`src/rtl/rca_seq_ctrl.sv`:
```
// Sequencing wrapper around an external combinational ripple-carry adder: registers operands,
// waits a fixed settle time, captures sum/flags and hands the result downstream with valid/ready.
module rca_seq_ctrl #(
  parameter int unsigned W             = 64,
  parameter int unsigned SETTLE_CYCLES = 4
) (
  input  logic         clk,
  input  logic         rst_n,
  input  logic         in_valid,
  output logic         in_ready,
  input  logic [W-1:0] in_a,
  input  logic [W-1:0] in_b,
  input  logic         in_op,
  input  logic         in_acc_en,
  input  logic         acc_clr,
  output logic [W-1:0] add_a,
  output logic [W-1:0] add_b,
  output logic         add_cin,
  input  logic [W-1:0] add_sum,
  input  logic         add_cout,
  output logic         out_valid,
  input  logic         out_ready,
  output logic [W-1:0] out_sum,
  output logic         out_cout,
  output logic         out_ovf,
  output logic         out_zero,
  output logic [W-1:0] acc_q
);

  typedef enum logic [1:0] {StIdle, StSettle, StResp} state_e;

  localparam logic [7:0] CntInit = 8'(SETTLE_CYCLES - 1);

  state_e       state_q, state_d;
  logic [7:0]   cnt_q, cnt_d;
  logic         in_ready_q, in_ready_d;
  logic         acc_en_q, acc_en_d;
  logic [W-1:0] add_a_q, add_a_d;
  logic [W-1:0] add_b_q, add_b_d;
  logic         add_cin_q, add_cin_d;
  logic         out_valid_q, out_valid_d;
  logic [W-1:0] out_sum_q, out_sum_d;
  logic         out_cout_q, out_cout_d;
  logic         out_ovf_q, out_ovf_d;
  logic         out_zero_q, out_zero_d;
  logic [W-1:0] acc_d;
  logic [W-1:0] b_eff;

  always_comb begin
    state_d     = state_q;
    cnt_d       = cnt_q;
    in_ready_d  = in_ready_q;
    acc_en_d    = acc_en_q;
    add_a_d     = add_a_q;
    add_b_d     = add_b_q;
    add_cin_d   = add_cin_q;
    out_valid_d = out_valid_q;
    out_sum_d   = out_sum_q;
    out_cout_d  = out_cout_q;
    out_ovf_d   = out_ovf_q;
    out_zero_d  = out_zero_q;
    acc_d       = acc_q;
    b_eff       = in_acc_en ? acc_q : in_b;

    unique case (state_q)
      StIdle: begin
        if (!in_ready_q) begin
          // first cycle out of reset: only raise ready
          in_ready_d = 1'b1;
        end else if (in_valid) begin
          add_a_d    = in_a;
          add_b_d    = in_op ? ~b_eff : b_eff;
          add_cin_d  = in_op;
          acc_en_d   = in_acc_en;
          cnt_d      = CntInit;
          in_ready_d = 1'b0;
          state_d    = StSettle;
        end
      end
      StSettle: begin
        if (cnt_q == 8'd0) begin
          out_sum_d   = add_sum;
          out_cout_d  = add_cout;
          out_zero_d  = (add_sum == '0);
          out_ovf_d   = (add_a_q[W-1] == add_b_q[W-1]) && (add_sum[W-1] != add_a_q[W-1]);
          out_valid_d = 1'b1;
          if (acc_en_q) acc_d = add_sum;
          state_d     = StResp;
        end else begin
          cnt_d = cnt_q - 8'd1;
        end
      end
      StResp: begin
        if (out_ready) begin
          out_valid_d = 1'b0;
          in_ready_d  = 1'b1;
          state_d     = StIdle;
        end
      end
      default: state_d = StIdle;
    endcase

    // clear has priority over an accumulate capture on the same edge
    if (acc_clr) acc_d = '0;
  end

  always_ff @(posedge clk or negedge rst_n) begin
    if (!rst_n) begin
      state_q     <= StIdle;
      cnt_q       <= 8'd0;
      in_ready_q  <= 1'b0;
      acc_en_q    <= 1'b0;
      add_a_q     <= '0;
      add_b_q     <= '0;
      add_cin_q   <= 1'b0;
      out_valid_q <= 1'b0;
      out_sum_q   <= '0;
      out_cout_q  <= 1'b0;
      out_ovf_q   <= 1'b0;
      out_zero_q  <= 1'b0;
      acc_q       <= '0;
    end else begin
      state_q     <= state_d;
      cnt_q       <= cnt_d;
      in_ready_q  <= in_ready_d;
      acc_en_q    <= acc_en_d;
      add_a_q     <= add_a_d;
      add_b_q     <= add_b_d;
      add_cin_q   <= add_cin_d;
      out_valid_q <= out_valid_d;
      out_sum_q   <= out_sum_d;
      out_cout_q  <= out_cout_d;
      out_ovf_q   <= out_ovf_d;
      out_zero_q  <= out_zero_d;
      acc_q       <= acc_d;
    end
  end

  assign in_ready  = in_ready_q;
  assign add_a     = add_a_q;
  assign add_b     = add_b_q;
  assign add_cin   = add_cin_q;
  assign out_valid = out_valid_q;
  assign out_sum   = out_sum_q;
  assign out_cout  = out_cout_q;
  assign out_ovf   = out_ovf_q;
  assign out_zero  = out_zero_q;

endmodule

```
`config.mk`:
```
export PLATFORM = sky130hd
export DESIGN_NAME = rca_seq_ctrl
export DESIGN_NICKNAME = d
export VERILOG_FILES = /design/src/rtl/rca_seq_ctrl.sv
export SDC_FILE = /design/constraint.sdc
export NUM_CORES = 1
export LEC_CHECK = 0
export CAP_MARGIN = 20
export CORE_AREA = 2 2 178 180
export CTS_CLUSTER_DIAMETER = 50
export DETAILED_ROUTE_END_ITERATION = 10
export DIE_AREA = 0 0 180 182
export DONT_BUFFER_PORTS = 1
export GPL_TIMING_DRIVEN = 1
export SLEW_MARGIN = 30
export SYNTH_ARGS = -nofsm -noshare
export SYNTH_HDL_FRONTEND = slang
export SYNTH_SLANG_ARGS = --single-unit
export TNS_END_PERCENT = 20
```
`constraint.sdc`:
```
create_clock -name clk -period 3.8 [get_ports clk]
set_input_delay 0.76 -clock clk [delete_from_list [all_inputs] [get_ports clk]]
set_output_delay 0.76 -clock clk [all_outputs]
set_load 0.01 [all_outputs]
```
==> impl_metrics.py, run 1 <==
metrics = {
    "placed_design": {
        "place_congestion": 0.769,
        "placed_area_sq_um": 12000,
        "port_buffers": 0,
        "dp_hpwl_microns": 23000,
        "dp.cells": 1471,
    },
    "grt": {
        "grt_pass1_vias": 8399,
        "antenna_found_initial": 0,
        "overflow": 0,
        "grtUsageTotal": 0.200,
        "grt_first_pass_wirelength_microns": 50900,
        "grt_max_degree": 274,
    },
    "clock_network": {
        "clk_pin_slew_ps": 60,
        "clock_sinks": 273,
        "cts_tree": "built",
        "cts_max_path_buffers": 3,
        "clkLatencyLatePin_ps": 510,
        "cts_resized": 0,
        "numCtsBuffers": 35,
        "root_buffer": "clkbuf_16",
        "cts_setup_buffers": 0,
        "h-tree-depth": 2,
    },
    "cells_and_area": {
        "drive_gt1_frac": 0.123,
        "final_cell_count_no_fill": 1532,
        "ff_latch_area_sq_um": 6830,
        "num_antenna_cells": 0,
        "final_area_sq_um": 13100,
        "area_growth_pct": 12.6,
        "multi_input_area_sq_um": 4540,
        "final_cell_mix": "nand2_1 (394), dfrtp_1 (273), a21oi_1 (68), o21ai_0 (68), xor2_1 (67)",
        "final_common_cell": "nand2_1",
        "nNetsFinal": 1308,
        "nFillCells": 2969,
    },
    "route": {
        "wirelength_microns": 33400,
        "drtAntennaViolNets": 0,
        "vias": 8044,
        "first_pass_iters": 5,
        "post-route-drc-count": 0,
        "viasPerCell": 5.25,
        "drt_iter0_drc": 350,
        "wl_per_cell_microns": 21.8,
    },
    "logic_synthesis": {
        "synthAdderAreaFrac": 0.00215,
        "yosys.area_share.simple": 0.152,
        "seq_area_frac_synth": 0.586,
        "syn_nets": 1333,
        "yosys_warnings": 0,
        "async_flop_share": 1.00,
        "synth_top_family_by_area": "simple AND/OR/NAND/NOR gates",
        "syn_area_sq_um": 11700,
        "synthCells": 1131,
        "synth_compound_area_frac": 0.0650,
        "avgSynthCellArea_sq_um": 10.3,
        "synth_edf_count": 0,
        "ys.flop_type": "dfrtp_1",
        "synth_cell_types": 33,
        "muxShareOfSynthArea": 0.118,
        "ys_ff_latch": 273,
        "synth-xor-area-share": 0.0504,
    },
    "pwr": {
        "power_density_nw_per_um2": 781,
        "irDropWorstVdd_mv": 0.477,
        "leakage_uw": 0.00603,
        "total_power_uw": 10200,
    },
    "setup_path": {
        "cp.arrival_ps": 2680,
        "worstSetupPathType": "reg -> reg",
        "required_ps": 4240,
        "cp-end-kind": "flop",
        "cp-start-kind": "flop",
        "cp_max_fo": 46,
    },
    "timing": {
        "min_period_over_period": 0.591,
        "rsz0062_at_grt": "no",
        "fin_worst_skew_ps": 24.2,
        "tightest_slew_ps": 841,
        "post-route-min-period_ps": 2250,
        "slew_headroom": 0.439,
        "finalHoldViolCount": 88,
        "fmax_mhz": 445,
        "hold_ws_ps": -61.5,
        "final_max_slew_viol_count": 0,
        "final-setup-viol-count": 0,
        "tns_ps": 0,
    },
    "min_path": {
        "hold_class": "in -> async",
    },
    "floorplanning": {
        "die-area_sq_um": 32800,
        "fp.dieH_microns": 182,
        "ios": 462,
        "die-width_microns": 180,
        "rows": 65,
        "start_util": 0.376,
        "core-area_sq_um": 31000,
    },
    "run_status": {
        "status": "complete, but fails checks",
        "failed_checks": "negative hold slack",
    },
    "flow_run": {
        "drv_cap": 0,
    },
}
==> metrics by stage <==
stage / util / hold WS [ps] / worst slack [ps]
6_report: 0.423 / -61.5 / 1560
5_1_grt: 0.423 / -94.3 / 1380
4_1_cts: 0.423 / -83.4 / 1520
3_5_place_dp: 0.386 / 470 / 1210
3_3_place_gp: 0.386 / 470 / 1050
2_1_floorplan: - / 460 / 1980
==> synth_stat cells, drive strengths merged, types with 2 or more instances <==
cell,n,area (sq um)
nand2b,2,12.5
o21ai,68,340
nand3,2,10.0
buf,30,141
o311ai,2,17.5
xor2,67,587
nor3,4,25.0
ha,2,25.0
a21oi,68,340
mux2,65,732
mux2i,64,641
nor2,9,33.8
dfrtp,273,6830
o211ai,2,20.0
nand2,394,1480
clkbuf,41,154
or4,2,15.0
o41ai,2,17.5
inv,3,11.3
nand4,6,37.5
nor4,16,100
==> per-layer routing <==
| layer | share of wire | GRT usage |
|---|---|---|
| met4 | 0.037 | 0.0790 |
| met1 | 0.38 | 0.230 |
| met2 | 0.49 | 0.337 |
| met3 | 0.097 | 0.0762 |
| met5 | 0 | 0 |
==> final cells by class <==
class                           instances  area share
Clock inverter                         18      0.0145
Sequential cell                       273       0.521
Clock buffer                           43      0.0729
Multi-Input combinational cell        784       0.346
Timing Repair Buffer                    9     0.00639
Tap cell                              402      0.0383
Inverter                                3    0.000858
==> power breakdown <==
part	total [uW]	switching, uW	internal, uW
Clock	3250	1300	1950
Sequential	5380	1400	3990
Combinational	1600	843	757
Total	10200	3540	6700
==> sequential cells by signal (all words and copies together), names as in the netlist <==
name       flops
out_valid      1
out_cout       1
add_cin        1
cnt_q          8
acc_q         64
out_ovf        1
acc_en_q       1
in_ready       1
out_zero       1
add_b         64
add_a         64
out_sum       64
state_q        2
==> path summary, 6_finish.rpt <==
kind	slack, ps	cells after the start	endpoint	startpoint
worst max register to register	1560	7	acc_q[55]	cnt_q[0]
worst min register to register	530	2	acc_en_q	acc_en_q
worst max-delay path	1560	7	acc_q[55]	cnt_q[0]
worst min-delay path	-60	0	add_a[7]	rst_n
min in group clk	310	1	acc_q[26]	acc_clr
max in group asynchronous	3470	0	out_cout	rst_n
==> logic make-up after synthesis <==
group / count (synthesis)
DFF: 273
buffers and inverters: 74
muxes: 129
adders and majority gates: 2
xor gates and xnor gates: 67
AOI/OAI and AO/OA: 145
and+or+nand+nor: 441
==> worst max-delay path, cell delays in order (launching register included) <==
cell	delay, ps
dfrtp_1	420
inv_1	100
ha_1	160
nor4b_4	320
and4_2	310
buf_4	480
nand2_1	200
a21oi_1	170
Note: power is estimated with default switching activity, not from simulation.
==> run 2, diff against run 1 <==
CORE_AREA = 2 2 181 183   (was 2 2 178 180)
DIE_AREA = 0 0 183 185   (was 0 0 180 182)
clock period = 2.1 ns   (was 3.8 ns; I/O delays follow)
==> run 2 against run 1 <==
Compared with the run above: the flow still finishes with violations (negative hold slack); routed wire length down 2.0%; worst hold slack worse by 310 ps; sequential power increased by 81%; total power is 82% higher; global-route usage decreased by 1.3 points; utilization shrank 0.68 points; critical path depth decreased by 1; first-iteration DRC count is 12% lower; fmax grew 16%; register-to-register slack worse by 1400 ps; clock power increased by 84%; critical endpoint is now out_sum[29].
==> impl_metrics.py, run 2 (synthesized netlist as in run 1, its figures left out) <==
metrics = {
    "route": {
        "first_pass_iters": 4,
        "vias": 8068,
        "viasPerCell": 5.21,
        "wirelength_microns": 32800,
        "wl_per_cell_microns": 21.2,
        "drtAntennaViolNets": 0,
        "drt_iter0_drc": 309,
        "post-route-drc-count": 0,
    },
    "cells_and_area": {
        "nNetsFinal": 1322,
        "num_antenna_cells": 0,
        "drive_gt1_frac": 0.122,
        "final_cell_mix": "nand2_1 (394), dfrtp_1 (273), a21oi_1 (68), o21ai_0 (68), xor2_1 (67)",
        "area_growth_pct": 14.5,
        "final_common_cell": "nand2_1",
        "final_area_sq_um": 13300,
    },
    "grt": {
        "grtUsageTotal": 0.186,
        "antenna_found_initial": 0,
        "grt_max_degree": 274,
        "overflow": 0,
        "grt_first_pass_wirelength_microns": 48700,
        "grt_pass1_vias": 8079,
    },
    "clock_network": {
        "h-tree-depth": 2,
        "cts_tree": "built",
        "cts_setup_buffers": 0,
        "cts_max_path_buffers": 3,
        "numCtsBuffers": 36,
        "cts_resized": 0,
        "holdBufCountCts": 7,
        "clkLatencyLatePin_ps": 500,
        "root_buffer": "clkbuf_16",
        "clock_sinks": 273,
        "clk_pin_slew_ps": 50,
    },
    "timing": {
        "post-route-min-period_ps": 1940,
        "final_max_slew_viol_count": 0,
        "slew_headroom": 0.621,
        "fmax_mhz": 517,
        "hold_ws_ps": -374,
        "fin_worst_skew_ps": 9.80,
        "tightest_slew_ps": 563,
        "tns_ps": 0,
        "final-setup-viol-count": 0,
        "rsz0062_at_grt": "no",
        "finalHoldViolCount": 273,
        "min_period_over_period": 0.922,
    },
    "setup_path": {
        "cp-start-kind": "flop",
        "cp.depth": 6,
        "crit_family": "simple AND/OR/NAND/NOR gates",
        "reg2reg_slack_ps": 160,
        "cp_slowest_cell": "dfrtp_1",
        "required_ps": 2480,
        "r2r_end": "out_sum[29]",
        "crit_chain": "inv_1, ha_1, nor4b_4, nand3_4, buf_12, mux2_2",
        "path_buf_inv": 2,
        "reg2reg_from": "cnt_q[0]",
        "startpoint": "cnt_q[0]",
        "endpoint": "out_sum[29]",
        "cp_max_fo": 34,
        "cp-end-kind": "flop",
        "cp.arrival_ps": 2310,
        "worst_r2r_path_depth": 6,
        "slowest_delay_ps": 410,
        "worstSetupPathType": "reg -> reg",
    },
    "floorplanning": {
        "rows": 66,
        "core-area_sq_um": 32000,
        "start_util": 0.364,
        "die-area_sq_um": 33900,
        "ios": 462,
        "fp.dieH_microns": 185,
        "die-width_microns": 183,
    },
    "flow_run": {
        "drv_cap": 0,
    },
    "placed_design": {
        "dp_hpwl_microns": 22600,
        "port_buffers": 0,
        "place_congestion": 0.771,
        "placed_area_sq_um": 12100,
    },
    "pwr": {
        "irDropWorstVdd_mv": 0.706,
        "leakage_uw": 0.00612,
        "power_density_nw_per_um2": 1400,
    },
    "run_status": {
        "status": "complete, but fails checks",
        "failed_checks": "negative hold slack",
    },
    "min_path": {
        "hold_class": "in -> async",
    },
}
==> run 2: worst min-delay path by stage <==
stage	to	slack [ps]	cells past startpoint
after floorplan	acc_en_q	120	0
after global routing	add_a[0]	-410	0
after detailed placement	add_a[7]	130	0
final	add_b[46]	-370	0
after global placement	add_b[46]	130	0
after CTS	add_b[46]	-410	0
==> run 2: per-stage QoR <==
stage          worst slack, ps   util  instances  total power, uW
3_5_place_dp              56.1  0.378       1483            12800
3_3_place_gp              5.06  0.378       1483            12600
6_report                   164  0.417       1548            18700
4_1_cts                    145  0.417       1548            18900
2_1_floorplan              389      -       1131            11700
5_1_grt                   14.4  0.417       1548            19800
==> run 2: layout make-up <==
type / count / area, sq um
tap: 408 / 510
timing repair buffer: 22 / 300
sequential: 273 / 6830
clock buffer: 48 / 1010
inverter: 3 / 11.3
fill: 3078 / 18700
clock inverter: 10 / 144
multi-input combinational: 784 / 4540
==> run 2: report_power, final <==
part	switching, uW	internal, uW
Clock	2240	3730
Sequential	2500	7220
Combinational	1550	1430
Total	6300	12400
==> run 2: routing by layer <==
| layer | part of all wire | global-route usage | vias to the layer above |
|---|---|---|---|
| met2 | 0.49 | 0.313 | 353 |
| met4 | 0.031 | 0.0694 | 0 |
| met3 | 0.089 | 0.0610 | 66 |
| met5 | 0 | 0 | - |
| li1 | - | - | 3710 |
| met1 | 0.39 | 0.223 | 3939 |
